==> config.mk <==
export PLATFORM = sky130hd
export DESIGN_NAME = instruction_fetch
export DESIGN_NICKNAME = d
export VERILOG_FILES = /design/src/rtl/instruction_fetch.sv
export SDC_FILE = /design/constraint.sdc
export NUM_CORES = 1
export LEC_CHECK = 0
export BUFFER_PORTS_ARGS = -buffer_cell sky130_fd_sc_hd__buf_2
export CAP_MARGIN = 20
export CORE_ASPECT_RATIO = 1.25
export CORE_MARGIN = 2
export CORE_UTILIZATION = 39
export DETAILED_ROUTE_END_ITERATION = 8
export SYNTH_ARGS = -nofsm -noshare
export SYNTH_HDL_FRONTEND = slang
export SYNTH_SLANG_ARGS = --single-unit
==> constraint.sdc <==
create_clock -name clk -period 2.6 [get_ports clk]
set_input_delay 0.26 -clock clk [delete_from_list [all_inputs] [get_ports clk]]
set_output_delay 0.26 -clock clk [all_outputs]
set_load 0.005 [all_outputs]
==> src/rtl/instruction_fetch.sv <==
// instruction_fetch: owns the PC, addresses the instruction ROM and assembles
// one- or two-byte instructions for decode over a valid/ready handshake.
module instruction_fetch #(
  parameter logic [7:0] RESET_PC = 8'h00
) (
  input  logic       clk,
  input  logic       rst,
  output logic [7:0] imem_addr,
  input  logic [7:0] imem_data,
  output logic       ir_valid,
  input  logic       ir_ready,
  output logic [7:0] ir_op,
  output logic [7:0] ir_imm,
  output logic [7:0] ir_pc,
  input  logic       redirect,
  input  logic [7:0] redirect_addr,
  output logic       halted
);
  localparam logic [1:0] FETCH_OP  = 2'd0;
  localparam logic [1:0] FETCH_IMM = 2'd1;
  localparam logic [1:0] HOLD      = 2'd2;
  localparam logic [1:0] HALT      = 2'd3;
  logic [1:0] state;
  logic [7:0] pc;
  logic       two_byte;
  logic       is_hlt;
  assign imem_addr = pc;
  always_comb begin
    two_byte = imem_data[7:4] == 4'b1001 || imem_data[7:4] == 4'b1100 || imem_data[7:4] == 4'b1101;
    is_hlt   = ir_op[7:4] == 4'b1110;
  end
  always_ff @(posedge clk) begin
    if (rst) begin
      state    <= FETCH_OP;
      pc       <= RESET_PC;
      ir_valid <= 1'b0;
      ir_op    <= 8'h00;
      ir_imm   <= 8'h00;
      ir_pc    <= 8'h00;
      halted   <= 1'b0;
    end else if (redirect && state != HALT) begin
      // a handshake in the same cycle is void: the held instruction is dropped
      pc       <= redirect_addr;
      state    <= FETCH_OP;
      ir_valid <= 1'b0;
    end else begin
      case (state)
        FETCH_OP: begin
          ir_op    <= imem_data;
          ir_pc    <= pc;
          pc       <= pc + 8'd1;
          state    <= two_byte ? FETCH_IMM : HOLD;
          ir_valid <= !two_byte;
          if (!two_byte) ir_imm <= 8'h00;
        end
        FETCH_IMM: begin
          ir_imm   <= imem_data;
          pc       <= pc + 8'd1;
          state    <= HOLD;
          ir_valid <= 1'b1;
        end
        HOLD: if (ir_ready) begin
          ir_valid <= 1'b0;
          state    <= is_hlt ? HALT : FETCH_OP;
          halted   <= is_hlt;
        end
        default: ;
      endcase
    end
  end
endmodule

==> results by stage, run 1 <==
Placed design:
- During placement, the flow inserted port buffers numbering 53.
- The post-placement worst setup slack is 0.753 ns.
- The final weighted congestion in routability-driven placement is approximately 0.8.
- The standard cell area after detailed placement is between 1500 and 2000 um^2.
- The HPWL after detailed placement is about 2.7 mm.

Global routing:
- The number of antenna violations at the first check in global routing is 0.
- For met2 alone, demand over resource in global routing was 0.288.
- The largest net degree at the start of global routing is 36.
- Across every metal layer, demand over resource in global routing totals 0.182.
- The met1 routing resource usage after global routing is 0.233.
- The via count of the first global-routing pass is 1345.
- The first-pass GRT wire length is between 6 and 7 mm.
- Summed over all layers, the global routing overflow is 0.
- The fraction of met3 tracks used by global routing is 0.0577.
- The most used routing layer in global routing is met2.

Floorplanning:
- The total area inside the core boundary comes to 3850 um^2.
- The starting density of the core is 0.412.
- After floorplanning, the core was divided into 25 placement rows.
- Measured along the y axis, the die boundary spans 75.3 um.
- The die is 61.0 um wide.
- 54 I/O pins were placed.
- The die covers 4600 um^2.

Routing:
- The detailed-routing iteration count for the pre-antenna-repair pass is 4.
- Dividing the detail-routed wire length by the instance count gives 12.6 um.
- In the routed layout, each cell is associated on average with a via count of 4.97.
- After detailed routing, the total wire length is 3.74 mm.
- The number of DRC violations after detailed routing is 0.
- The detailed router's first-iteration violation count is 52.
- The total via count after detailed routing is 1472.
- Once detail routing completed, the nets flagged for antenna violations numbered 0.

Yosys:
- Of the post-synthesis cell area, the dominant cell type holds 0.454.
- After synthesis the cells add up to 1590 um^2.
- In this run, distinct cell masters in the synthesized netlist total 33.
- The post-synthesis sequential element count is 36.
- The post-synthesis cell count is ~190.
- The number of nets in the synthesized netlist is 215.
- After synthesis, the cell types taking the most area are dfxtp_1 (45%), nand2_1 (11%), a21oi_1 (8.5%), ha_1 (4.7%), nand3_1 (3.5%).
- During synthesis, Yosys emitted a total of 0 warnings.
- The synthesized design spends more area on one cell type than any other, namely dfxtp_1.
- The average instance in the mapped netlist occupies 8.39 um^2.
- The share of the Yosys chip area taken by registers is 0.454.

Power:
- In this run the static leakage power is 0.860 nW.
- In this run the power density over the cells is 639 nW/um^2.
- The worst ir drop on vdd is 0.323 mV.

CTS:
- The largest buffer count on any clock path is 2.
- The number of buffers inserted during clock tree synthesis is 5.
- TritonCTS built the clock tree.
- The clock tree root buffer cell is clkbuf_8.
- Post-CTS repair changed the size of 0 cells.
- The later pin in the worst-skew pair is clocked with a latency of roughly 0.29 ns.
- Clock-pin slew was measured on the worst setup and hold paths at about 0.070 ns.
- The tree built by TritonCTS fans out to 36 sinks.
- The number of setup buffers added after CTS is 0.
- The clock tree synthesis step divided the H-tree into 2 levels.
- The number of buffers added to fix hold violations after cts is 0.

Timing:
- The time the final worst path needs with I/O delays and setup is 1.87 ns.
- Setup violations remaining at the end of the flow were counted as 0.
- Across all setup checks in the final design, the least slack found is between 0.7 and 0.8 ns.
- Setup total negative slack on the finished layout was measured at 0 ns.
- The largest clock skew in the final design is 0.00342 ns.
- Setup repair after global routing left no endpoint under its margin.
- Derived from the worst setup path, the maximum achievable clock frequency is approximately 0.54 GHz.
- The number of hold violations in the final report is 0.
- The period utilization is 0.719.
- In this run the tightest slew margin relative to its limit is 0.558.
- The max-slew violation count is 0.
- The pin slew with the least headroom to its limit is 0.663 ns.

Layout:
- The repair_antennas step left the layout with diodes totalling 0.
- The filler cell count is 418.
- The combined flip-flop and latch cell area is 721 um^2.
- In the final layout, the share of cells above drive strength 1 is 0.285.
- In the final layout, the multi-input gates occupy 808 um^2.
- The most frequent standard cell in the layout excluding fill and tap cells is buf_2.
- The cell area after layout is 2000 um^2.
- From synthesis to final layout, the design area changed by 26.3%.
- For this run, the share of the core covered by cells in the final layout is 0.521.
- The library cells used most frequently in the layout, excluding fill and tap cells, are buf_2 (53), nand2_1 (46), dfxtp_1 (36), a21oi_1 (27), nand3_1 (11).
- The total number of nets in the final design is about 270.

Setup path:
- The critical path data required time is 2.80 ns.
- The cell with the biggest individual delay on the critical path is ha_1.
- The critical path goes through inv_1, ha_1, o21ai_1, or3_1, a311oi_1.
- The count of buffering cells on the critical path with inverters included is 1.
- The worst setup path is of the reg -> reg kind.
- The data arrival time of the critical path is a little over 2 ns.
- The critical path capture point type is a register.
- In this design, the largest share of critical-path delay is due to compound AO/OA/AOI/OAI gates.
- In this run the worst path has a maximum fanout of 13.
- On the worst path, the slowest cell contributes a delay of approximately 0.47 ns.
- The kind of start point of the critical path is a register.

Run status:
- The run finished with clean final reports.

Flow run:
- The max-cap check violation count is 0.

Hold path:
- The kind of path behind the tightest hold check is in -> reg.
## registers in the layout, summed over array words and instances, names as in the netlist
name	count
ir_pc	8
ir_imm	8
ir_valid	1
ir_op	8
halted	1
imem_addr	8
state	2
## cells in the mapped netlist, drive strengths merged
library cell,n
xnor2,3
mux2i,2
nand3,11
clkbuf,6
xor2,2
nor2,10
nand4,1
o2111ai,1
nand2,46
or3,2
nand2b,1
a21oi,27
a311o,1
dfxtp,36
buf,4
a31oi,2
nor2b,4
and4b,1
inv,4
nor3,1
and2,1
a211oi,4
nor4b,2
ha,6
o21ai,6
a311oi,4
or2,1
## stage by stage
stage | total power [W] | cells | hold WS, ns
2_1_floorplan | 0.000731 | 189 | 0.396
3_3_place_gp | 0.000802 | 288 | 0.440
6_report | 0.00128 | 296 | 0.214
4_1_cts | 0.00130 | 296 | 0.199
5_1_grt | 0.00135 | 296 | 0.187
3_5_place_dp | 0.000803 | 288 | 0.443
## kinds of logic (layout without fill, tap and decap cells)
logic type | Yosys count | after routing | share of synthesized area
buffers and inverters | 14 | 67 | 0.0363
AOI/OAI and AO/OA | 45 | 45 | 0.182
DFF | 36 | 36 | 0.454
muxes | 2 | 2 | 0.0126
and+or+nand+nor | 81 | 81 | 0.240
adders and majority gates | 6 | 6 | 0.0473
xor gates and xnor gates | 5 | 5 | 0.0276
## final timing paths
path / from / endpoint / slack [ns] / depth (start not counted)
worst min-delay path: redirect_addr[0] / imem_addr[0]$_SDFFE_PP0P_ / 0.21 / 3
worst min register to register: ir_imm[0]$_SDFFE_PP0P_ / ir_imm[0]$_SDFFE_PP0P_ / 0.45 / 2
worst max-delay path: state[1]$_SDFFE_PP0P_ / imem_addr[6]$_SDFFE_PP0P_ / 0.73 / 5
worst max register to register: state[1]$_SDFFE_PP0P_ / imem_addr[6]$_SDFFE_PP0P_ / 0.73 / 5
## worst min-delay path, delay by kind of cell
family / cells / cell delay, ns
simple gates: 1 / 0.05
compound gates: 1 / 0.05
buf+inv: 1 / 0.10
## final cells by class
cell class,count,area share
Sequential cell,36,0.360
Inverter,4,0.00750
Timing Repair Buffer,55,0.140
Clock inverter,3,0.0212
Tap cell,54,0.0337
Clock buffer,5,0.0344
Multi-Input combinational cell,139,0.403
## power by group
part	switching [W]	total, W	internal, W
registers	0.0000259	0.000607	0.000581
clock network	0.000209	0.000493	0.000284
logic	0.000106	0.000180	0.0000744
## metal layers
| metal | part of all wire | up-vias |
|---|---|---|
| li1 | - | 753 |
| met1 | 0.44 | 675 |
| met2 | 0.49 | 38 |
| met3 | 0.053 | 6 |
| met4 | 0.014 | 0 |
| met5 | 0 | - |
(Power assumes the default switching activity.)
==> run 2: changes to the inputs <==
Clock period 2.6 ns to 1.9 ns, I/O delays scaled along.
==> run 2 against run 1 <==
Sequential share of layout area down 0.067 points. Core utilization up 0.098 points. Clock skew up 0.0041 ns. Clock-buffer cell count up 1. Worst hold slack worse by 0.076 ns. Sequential cell count unchanged. Via count down 1.7%. Sequential power up 37%. Critical path depth unchanged. Power up 25%.
==> results by stage, run 2 (synthesized netlist as in run 1, its figures left out) <==
Layout:
- The final layout contains 272 nets.
- The repair_antennas step left the layout with diodes totalling 0.
- The share of the core filled with cells is 0.522.
- The top cell types in the final layout, fill and taps aside, are buf_2 (53), nand2_1 (46), dfxtp_1 (36), a21oi_1 (27), nand3_1 (11).
- Of the cells placed in the final design, the portion with a size suffix greater than 1 is 0.293.
- The relative area change from synthesis to final layout is 26.5%.
- The most frequent standard cell in the layout excluding fill and tap cells is buf_2.

Placed design:
- The HPWL after detailed placement is 2.79 mm.
- The final weighted congestion in routability-driven placement is 0.785.
- In this run the tool buffered the top-level ports with 53 buffer cells.
- Before CTS, the worst setup slack after placement is 0.214 ns.

Routing:
- The total routed wirelength is roughly 3.8 mm.
- The pre-antenna-repair detailed-routing pass consisted of 4 iterations.
- The total via count after detailed routing is 1447.
- The number of DRC violations after detailed routing is 0.
- The detailed router's first-iteration violation count is 35.
- The routed length per instance is 12.5 um.
- The count of nets left with antenna violations once routing finished came out at 0.
- The number of vias per cell is 4.82.

CTS:
- The number of resized instances in the post-cts repair step is 0.
- The clock-pin slew on the worst setup and hold paths is roughly 0.07 ns.
- Buffers inserted to repair hold after CTS numbered 0.
- The largest buffer count on any clock path is 2.
- The post-CTS setup repair buffer count is 0.
- The clock latency at the later pin of the worst-skew pair is 0.29 ns.
- The clock tree from TritonCTS is built.
- The clock tree root buffer cell is clkbuf_8.
- The level count of the clock H-tree is 2.
- In this run, CTS created clock tree buffers numbering 5.
- Clock tree synthesis found a total of 36 sinks.

Power:
- The portion of total power attributed to combinational logic is 0.161.
- The net switching fraction of the power is 0.276.
- The worst ir drop on vdd is 0.471 mV.
- Dividing total power by cell area gives a power density of 795 nW/um^2.
- The internal power component is roughly 0.0012 W.
- The analysis attributes to net switching a power of 0.000441 W.
- The analysis attributes to cell leakage a power of 0.872 nW.
- The part of the power in the clock network is 0.318.
- The share of total power dissipated in sequential elements is 0.521.

Setup path:
- In this run the worst path has a maximum fanout of 8.
- STA classifies the critical path endpoint as a register.
- The data arrival time of the critical path is about 1.9 ns.
- The length in cells of the worst reg-to-reg path is 5.
- The critical path data required time is 2.10 ns.
- The critical setup path kind is reg -> reg.
- The kind of start point of the critical path is a register.

Floorplanning:
- For this configuration, the core starts out at a cell density of 0.412.
- The die width is approximately 61 um.
- 54 I/O pins were placed.
- The core area is 3850 um^2.
- The die footprint is 4600 um^2.
- From bottom edge to top edge, the die measures 75.3 um.
- The floorplan has 25 rows.

Timing:
- The number of hold violations in the final report came to 0.
- Setup total negative slack on the finished layout was measured at 0 ns.
- The largest clock skew in the final design is ~0.0075 ns.
- Setup violations remaining at the end of the flow were counted as 0.
- The period utilization is 0.896.
- At the pin with the least slew margin, the transition time is 0.497 ns.
- The time the final worst path needs with I/O delays and setup is 1.70 ns.
- Setup repair after global routing left no endpoint under its margin.
- Timing would allow up to around 0.6 GHz.
- The smallest setup slack after layout is between 0.15 and 0.2 ns.
- The minimum hold slack is 0.138 ns.
- The max-slew violation count came to 0.
- The worst pin sits at a relative slew slack of 0.668.

Global routing:
- The first-pass GRT wire length is 6.39 mm.
- The number of antenna violations at the first check in global routing is 0.
- Entering global routing, the biggest net connects 19 pins.
- The total global routing overflow is 0.
- Across every metal layer, demand over resource in global routing totals 0.186.
- The via count of the first global-routing pass is 1459.

Run status:
- The flow ran to the end, and the final reports show no timing, DRC or antenna violations.

Flow run:
- Max-cap violations in this run came to 0.

Hold path:
- The kind of path behind the tightest hold check is in -> reg.
- The worst hold path depth is 3.
run 2: cell count changes in the layout (fill, tap and decap cells not counted), sizes merged:
cell      previous run  this run
bufinv               1         0
clkbuf               5         6
clkinvlp             1         0
buf                 55        60
run 2: power by group through the flow:
stage | clock network [W] | logic, W | registers (W)
4_1_cts | 0.000524 | 0.000262 | 0.000831
5_1_grt | 0.000549 | 0.000299 | 0.000838
2_1_floorplan | 0 | 0.000153 | 0.000847
3_5_place_dp | 0 | 0.000261 | 0.000849
6_report | 0.000507 | 0.000257 | 0.000831
3_3_place_gp | 0 | 0.000259 | 0.000848
run 2: metal layers:
layer	part of all wire	global-route usage	routed length, um
met2	0.48	0.325	1810
met1	0.45	0.216	1680
met5	0	0	0
met3	0.053	0.0509	200
met4	0.017	0.0652	65
run 2: cell type report:
class	instances	area [um^2]
inverter	4	15.0
sequential	36	721
clock buffer	6	72.6
clock inverter	1	5.00
multi-input combinational	139	808
fill	400	1840
tap	54	67.6
timing repair buffer	60	318
run 2: worst max-delay path: stages, from the launching register on:
cell,delay [ns]
dfxtp_1,0.35
inv_1,0.09
ha_1,0.37
o21ai_1,0.19
or3_1,0.33
a311oi_1,0.28
run 2: path summary, 6_finish.rpt:
| path | startpoint | endpoint | slack [ns] |
|---|---|---|---|
| max | state[0]$_SDFFE_PP0P_ | imem_addr[4]$_SDFFE_PP0P_ | 0.20 |
| min reg2reg | ir_imm[4]$_SDFFE_PP0P_ | ir_imm[4]$_SDFFE_PP0P_ | 0.45 |
| max reg2reg | state[0]$_SDFFE_PP0P_ | imem_addr[4]$_SDFFE_PP0P_ | 0.20 |
| min | redirect_addr[0] | imem_addr[0]$_SDFFE_PP0P_ | 0.14 |
run 2: through the flow:
| stage | instance area, um^2 | total power (W) | cells |
|---|---|---|---|
| 3_5_place_dp | 1930 | 0.00111 | 293 |
| 5_1_grt | 2010 | 0.00169 | 300 |
| 3_3_place_gp | 1930 | 0.00111 | 293 |
| 2_1_floorplan | 1590 | 0.00100 | 189 |
| 4_1_cts | 2010 | 0.00162 | 300 |
| 6_report | 2010 | 0.00160 | 300 |
